$ cat config.mk
export PLATFORM = sky130hd
export DESIGN_NAME = bcd_updown_counter
export DESIGN_NICKNAME = d
export VERILOG_FILES = /design/src/rtl/bcd_pkg.sv /design/src/rtl/bcd_digit.sv /design/src/rtl/bcd_updown_counter.sv
export SDC_FILE = /design/constraint.sdc
export NUM_CORES = 1
export LEC_CHECK = 0
export CELL_PAD_IN_SITES_DETAIL_PLACEMENT = 0
export CELL_PAD_IN_SITES_GLOBAL_PLACEMENT = 1
export CORE_AREA = 3 3 64 66
export CTS_CLUSTER_SIZE = 10
export DETAILED_ROUTE_END_ITERATION = 8
export DIE_AREA = 0 0 67 69
export PLACE_DENSITY_LB_ADDON = 0.05
export SYNTH_ARGS = -nofsm -noshare
export SYNTH_HDL_FRONTEND = slang
export SYNTH_SLANG_ARGS = --single-unit
$ cat constraint.sdc
create_clock -name Clock -period 4.3 [get_ports Clock]
set_input_delay 0.86 -clock Clock [delete_from_list [all_inputs] [get_ports Clock]]
set_output_delay 0.86 -clock Clock [all_outputs]
set_load 0.01 [all_outputs]
$ cat src/rtl/bcd_pkg.sv
// Shared BCD digit type, digit limits and the load-value clamp.
package bcd_pkg;

    typedef logic [3:0] bcd_digit_t;

    localparam bcd_digit_t BCD_MAX = 4'd9;
    localparam bcd_digit_t BCD_MIN = 4'd0;

    // Non-decimal nibbles (10..15) are pulled down to 9 so no illegal digit is stored.
    function automatic bcd_digit_t bcd_clamp(input bcd_digit_t d);
        return (d > BCD_MAX) ? BCD_MAX : d;
    endfunction

endpackage

$ cat src/rtl/bcd_digit.sv
// One decade cell: clear > load > step > hold, wraps 9->0 going up and 0->9 going down.
module bcd_digit
    import bcd_pkg::*;
(
    input  logic       Clock,
    input  logic       nReset,
    input  logic       Clear,
    input  logic       Load,
    input  bcd_digit_t LdDigit,
    input  logic       Step,
    input  logic       Up,
    output bcd_digit_t Digit,
    output logic       IsMax,
    output logic       IsMin
);

    bcd_digit_t digit_q, digit_d;

    always_comb begin
        digit_d = digit_q;
        if (Clear) begin
            digit_d = BCD_MIN;
        end else if (Load) begin
            digit_d = bcd_clamp(LdDigit);
        end else if (Step) begin
            if (Up) digit_d = (digit_q == BCD_MAX) ? BCD_MIN : digit_q + 4'd1;
            else    digit_d = (digit_q == BCD_MIN) ? BCD_MAX : digit_q - 4'd1;
        end
    end

    always_ff @(posedge Clock or negedge nReset) begin
        if (!nReset) digit_q <= BCD_MIN;
        else         digit_q <= digit_d;
    end

    assign Digit = digit_q;
    assign IsMax = (digit_q == BCD_MAX);
    assign IsMin = (digit_q == BCD_MIN);

endmodule

$ cat src/rtl/bcd_updown_counter.sv
// N-digit BCD up/down counter with cascade terminal count and registered wrap pulse.
// Build option: define BCD_SAT_EN to saturate at all-9 / all-0 instead of wrapping.
module bcd_updown_counter
    import bcd_pkg::*;
#(
    parameter int DIGITS = 3
) (
    input  logic                  Clock,
    input  logic                  nReset,
    input  logic                  Enable,
    input  logic                  Up,
    input  logic                  Clear,
    input  logic                  Load,
    input  logic [4*DIGITS-1:0]   LoadVal,
    output logic [4*DIGITS-1:0]   Count,
    output logic                  Tc,
    output logic                  Wrapped
);

    logic [DIGITS-1:0] is_max, is_min, step;
    // max_chain[i] / min_chain[i]: every digit below i is at 9 / at 0.
    logic [DIGITS:0]   max_chain, min_chain;
    logic              terminal, en_step;
    logic              wrapped_q, wrapped_d;

    assign max_chain[0] = 1'b1;
    assign min_chain[0] = 1'b1;

    for (genvar i = 0; i < DIGITS; i++) begin : g_digit
        assign max_chain[i+1] = max_chain[i] & is_max[i];
        assign min_chain[i+1] = min_chain[i] & is_min[i];
        assign step[i]        = en_step & (Up ? max_chain[i] : min_chain[i]);

        bcd_digit u_digit (
            .Clock   (Clock),
            .nReset  (nReset),
            .Clear   (Clear),
            .Load    (Load),
            .LdDigit (LoadVal[4*i +: 4]),
            .Step    (step[i]),
            .Up      (Up),
            .Digit   (Count[4*i +: 4]),
            .IsMax   (is_max[i]),
            .IsMin   (is_min[i])
        );
    end

    assign terminal = Up ? max_chain[DIGITS] : min_chain[DIGITS];

`ifdef BCD_SAT_EN
    // Stepping at the terminal value is suppressed, which holds the counter at its limit.
    assign en_step = Enable & ~terminal;
    assign Tc      = 1'b0;
`else
    assign en_step = Enable;
    assign Tc      = Enable & ~Clear & ~Load & terminal;
`endif

    // Tc already excludes Clear/Load, so a terminal step is exactly a wrap.
    assign wrapped_d = Tc;

    always_ff @(posedge Clock or negedge nReset) begin
        if (!nReset) wrapped_q <= 1'b0;
        else         wrapped_q <= wrapped_d;
    end

    assign Wrapped = wrapped_q;

endmodule

* Yosys cells after proc, flatten, opt, wreduce, memory -nomap -nowiden
Cells that the tools add are included.
** Word-level totals
- Bits in registers :: 13
- Bits of input ports :: 18
- Output and inout bits :: 14
- Logic and storage cells :: 57
** Cells by class
- Add/sub/neg operators :: 6
- Magnitude comparators :: 3
- Equality and inequality tests :: 3
- Mux-type cells :: 24
- Bitwise logic cells :: 11
- Reductions and logical operators :: 6
** Operators with widths (count)
- two-way mux 4 bit :: 21
- adder 4 x 1 -> 4 bit (second input constant) :: 3
- == test 4 bit (second input constant) :: 3
- > comparator 4 bit (second input constant) :: 3
- logical NOT 4 bit :: 3
- subtractor 4 x 1 -> 4 bit (second input constant) :: 3
- bitwise AND 1 bit :: 9
- nonzero test 3 bit :: 3
- two-way mux 1 bit :: 3
- inverter 1 bit :: 2

* Depth between registers and ports, before layout
- Depth after elaboration :: 7
- Mapped depth :: 7
- Gate-level depth less buffers :: 7

* Hierarchy
From an unflattened synthesis, not the netlist that was laid out.
** Unflattened totals
- Cells, all modules :: 153
- Area total of the unflattened synthesis :: 1252.5 µm²
** By module, submodules not included
- bcd_digit :: instances 3, cells an instance 48, area each 386.6 µm², sequential area each 100.1 µm²
- bcd_updown_counter :: instances 1, cells an instance 9, area each 92.6 µm², sequential area each 25.0 µm²

* Worst setup path after synthesis
Ideal clock, no wire load.
- Kind :: input to output
- From :: in Up
- To :: out Tc
- Arrival :: 2012 ps
- Required time :: 3440 ps
- Setup slack :: 1428 ps
- Stages on the path :: 5
- Buffers on the path :: 1
- Cell sequence :: buf_6 -> nor4b_4 -> o2bb2ai_2 -> nand2_4 -> nor4_1
** Between the ends
- Cells in the longest elaborated chain, start to end :: 2
** RTL lines
- start, declared :: RTL line bcd_updown_counter.sv:11 : input logic Up,
- two-way mux 1 bit :: RTL line bcd_updown_counter.sv:48 : assign terminal = Up ? max_chain[DIGITS] : min_chain[DIGITS];
- bitwise AND 1 bit :: RTL line bcd_updown_counter.sv:56 : assign Tc = Enable & ~Clear & ~Load & terminal;
- end, declared :: RTL line bcd_updown_counter.sv:16 : output logic Tc,
Every way passes these cells.

* Final worst setup path
Same ends and word-level chain as after synthesis.

==> results.yml <==
outcome:
  outcome: "completed"
routing:
  postRouteWirelength_mm: 3.99
  wl_per_cell_um: 15.9
  dr.pass1.iters: 4
  detailedRoute.firstIterationViolations: 119
  route.detailed.drc: 0
  drt.antenna.violating_nets: 0
  route.vias.total: 1452
  viasPerCell: 5.81
timing:
  fmaxAchievable_ghz: 0.252
  fin_tns_setup_ns: 0
  worst_slew_margin_rel_pct: 57.2
  fin_skew_ns: 0.00320
  hold_violations: 0
  max_slew.worst_pin.slew_ns: 0.640
  final_clock_period_utilization_by_the_worst_path_pct: 92.3
  hold_slack_ns: 0.629
  setup_viol_count_final: 0
  fin_max_slew_vios: 0
  grt_setup_unrepaired: "no"
  post-route-min-period_ns: 3.97
power_and_ir_drop:
  power.density_cell_area_mw_per_mm2: 237
  seq_power_share_pct: 35.8
  net-switching-power_w: 0.000149
  cell_internal_pwr_w: 0.000273
  vdd_drop_max_v: 0.000114
  comb_power_share_pct: 36.6
  netSwitchingFraction_pct: 35.3
  p_total_w: 0.000422
  clkPwrFrac_pct: 27.6
  leakagePower_nw: 0.714
logic_synthesis:
  synth-edff-count: 0
  synth_nets: 203
  cell_count_after_synthesis: 173
  synthArstFlopShare_pct: 100
  synth.avg_cell_area_sq_um: 8.02
  post_synth_instance_area_sq_mm: 0.00139
  synth-seq-cells: 13
  ys.flop_type: "sky130_fd_sc_hd__dfrtp_1"
  yosys.cell_types.count: 53
  synth_sequential_area_ratio_pct: 23.4
  yosysWarnings: 0
setup_path:
  critical_path.startpoint_type: "input pin"
  reg2regPathDepth: 7
  critical_path.slowest_cell: "sky130_fd_sc_hd__clkdlybuf4s50_1"
  critical_path_class: "in -> out"
  critPathCaptureType: "primary output"
  critical_path_required_ns: 3.44
  worstPathCellList: "clkdlybuf4s50_1, nor4b_4, o2bb2ai_2, nand2_4, nor4_1, clkdlybuf4s50_1"
  worstPathArrival_ns: 3.11
  crit-reg2reg-launch: "g_digit[1].u_digit.Digit[0]"
  crit_top_cell: "sky130_fd_sc_hd__clkdlybuf4s50_1"
  crit_start: "Up"
  crit-reg2reg-capture: "g_digit[2].u_digit.Digit[2]"
  worst_path_largest_cell_delay_ns: 0.61
  minimum_setup_slack_among_reg_to_reg_paths_ns: 2.29
  worst_setup_path_endpoint: "Tc"
  timing.critical_path.fanout_max: 10
placed_design:
  port_buffers: 31
  detailedPlacementHpwl_mm: 2.96
  routability_cong: 0.885
clocking:
  count_of_instances_resized_after_the_clock_tree_is_built: 0
  htreeDepth: 1
  setup_fix_bufs_post_cts: 0
  cts_sinks: 13
  cts_max_path_buffers: 2
  worst_setup_hold_path_clk_slew_ns: 0.06
  cts-buffers-inserted: 3
  tritoncts: "built"
  cts-hold-fix-buffers: 0
  clock-root-buffer: "sky130_fd_sc_hd__clkbuf_8"
  clkLatencyLatePin_ns: 0.25
finish:
  area_growth_pct: 28.2
  number_of_inserted_diodes: 0
  final_net_count: 233
  multi_input_comb_area_sq_um: 967
  ratio_of_cells_with_drive_above_1_in_the_final_layout_pct: 7.43
  fillCellCount: 383
  layout.area.seq_sq_um: 325
  post-route-util_pct: 49.0
global_routing:
  grt_pass1_wl_mm: 6.75
  grt-ovfl-total: 0
  grt_antenna_before_repair: 0
  grt_max_degree: 21
  groute.usage.overall_pct: 18.1
  first_global_vias: 1362
floorplanning:
  core_region_area_sq_mm: 0.00363
  fp-row-count: 22
  top_level_ports: 32
  die_h_um: 69
  starting_utilization_of_the_core_area_pct: 38.2
  die_w_um: 67
  die_area_sq_mm: 0.00462
min_path:
  min-delay-path-class: "reg -> reg"
run:
  cap_viol_max_count: 0
==> synthesized netlist by cell type (all sizes together) (2+ instances only) <==
cell / number / area, sq um
a21oi: 14 / 73.8
a311oi: 3 / 26.3
a31oi: 4 / 25.0
a32oi: 2 / 17.5
buf: 5 / 31.3
clkbuf: 4 / 15.0
dfrtp: 13 / 325
ha: 12 / 150
inv: 13 / 48.8
nand2: 13 / 56.3
nand2b: 7 / 43.8
nand3: 7 / 35.0
nand3b: 3 / 22.5
nor2: 6 / 22.5
nor2b: 5 / 31.3
nor3: 6 / 30.0
nor3b: 2 / 20.0
nor4: 2 / 12.5
nor4b: 2 / 32.5
o21a: 4 / 30.0
o21ai: 16 / 83.8
o22ai: 2 / 12.5
o2bb2ai: 2 / 23.8
o31a: 2 / 17.5
o31ai: 5 / 37.5
==> through the flow <==
stage / cells / area (sq um) / setup WS, ns
2_1_floorplan: 173 / 1390 / 1.43
3_3_place_gp: 246 / 1730 / 0.373
3_5_place_dp: 246 / 1730 / 0.341
4_1_cts: 250 / 1780 / 0.324
5_1_grt: 250 / 1780 / 0.206
6_report: 250 / 1780 / 0.332
==> worst min-delay path by stage <==
stage | endpoint | depth (start not counted) | start | slack [ns]
6_report | g_digit[2].u_digit.Digit[1] | 2 | g_digit[2].u_digit.Digit[1] | 0.63
2_1_floorplan | Wrapped | 0 | nReset | 0.56
3_3_place_gp | g_digit[2].u_digit.Digit[1] | 2 | g_digit[2].u_digit.Digit[1] | 0.61
4_1_cts | g_digit[2].u_digit.Digit[1] | 2 | g_digit[2].u_digit.Digit[1] | 0.64
5_1_grt | g_digit[2].u_digit.Digit[1] | 2 | g_digit[2].u_digit.Digit[1] | 0.68
3_5_place_dp | g_digit[2].u_digit.Digit[1] | 2 | g_digit[2].u_digit.Digit[1] | 0.63
==> flip-flops by register name, summed over array words and instances (netlist names) <==
register               flops
g_digit.u_digit.Digit     12
Wrapped                    1
==> per-layer routing <==
metal / GRT usage [%] / part of all wire, % / routed length [um] / vias up
li1: - / - / - / 701
met1: 26.9 / 47 / 1860 / 696
met2: 28.4 / 48 / 1910 / 53
met3: 2.12 / 5.3 / 213 / 2
met4: 2.70 / 0.25 / 10 / 0
met5: 0 / 0 / 0 / -
==> cells in the final DEF (no fill, tap or decap), types with 2 or more instances in the layout <==
master and count:
sky130_fd_sc_hd__nand2_1 12, sky130_fd_sc_hd__clkdlybuf4s50_1 31, sky130_fd_sc_hd__nor2b_1 5, sky130_fd_sc_hd__nand3_1 7, sky130_fd_sc_hd__nand2b_1 7, sky130_fd_sc_hd__a311oi_1 3, sky130_fd_sc_hd__o31ai_1 5, sky130_fd_sc_hd__clkbuf_8 3
sky130_fd_sc_hd__dfrtp_1 13, sky130_fd_sc_hd__buf_4 3, sky130_fd_sc_hd__ha_1 12, sky130_fd_sc_hd__a32oi_1 2, sky130_fd_sc_hd__o21ai_1 5, sky130_fd_sc_hd__a21oi_1 13, sky130_fd_sc_hd__nor2_1 6, sky130_fd_sc_hd__o21ai_0 10
sky130_fd_sc_hd__nand3b_1 3, sky130_fd_sc_hd__nor4_1 2, sky130_fd_sc_hd__a31oi_1 4, sky130_fd_sc_hd__inv_1 12, sky130_fd_sc_hd__o22ai_1 2, sky130_fd_sc_hd__o21a_1 4, sky130_fd_sc_hd__o31a_1 2, sky130_fd_sc_hd__nor3_1 6
==> layout make-up <==
class                      instances  area share (%)
multi-input combinational        138            54.4
timing repair buffer              34            18.7
sequential                        13            18.3
tap                               48            3.38
inverter                          13            2.74
clock buffer                       4            2.53
==> worst max-delay path, delay by kind of cell <==
family | cells | cell delay, ns
buffers and inverters | 2 | 1.22
AND/OR/NAND/NOR | 3 | 0.84
AO/OA/AOI/OAI | 1 | 0.18
==> kinds of logic (layout without fill, tap and decap cells) <==
kind of cell	count (synthesis)	count (layout)	share of synthesized area (%)
AOI/OAI and AO/OA	62	62	30.1
xor gates and xnor gates	1	1	0.631
adders and majority gates	12	12	10.8
buffers and inverters	22	51	6.85
DFF	13	13	23.4
muxes	2	2	1.53
and+or+nand+nor	61	61	26.6
==> power groups by stage <==
stage	Clock, W	Sequential [W]	Combinational (W)
final	0.000117	0.000151	0.000155
after global routing	0.000127	0.000153	0.000173
after CTS	0.000121	0.000151	0.000154
after detailed placement	0	0.000153	0.000153
after global placement	0	0.000152	0.000152
after floorplan	0	0.000148	0.0000966
Power figures use the tool's default switching activity.
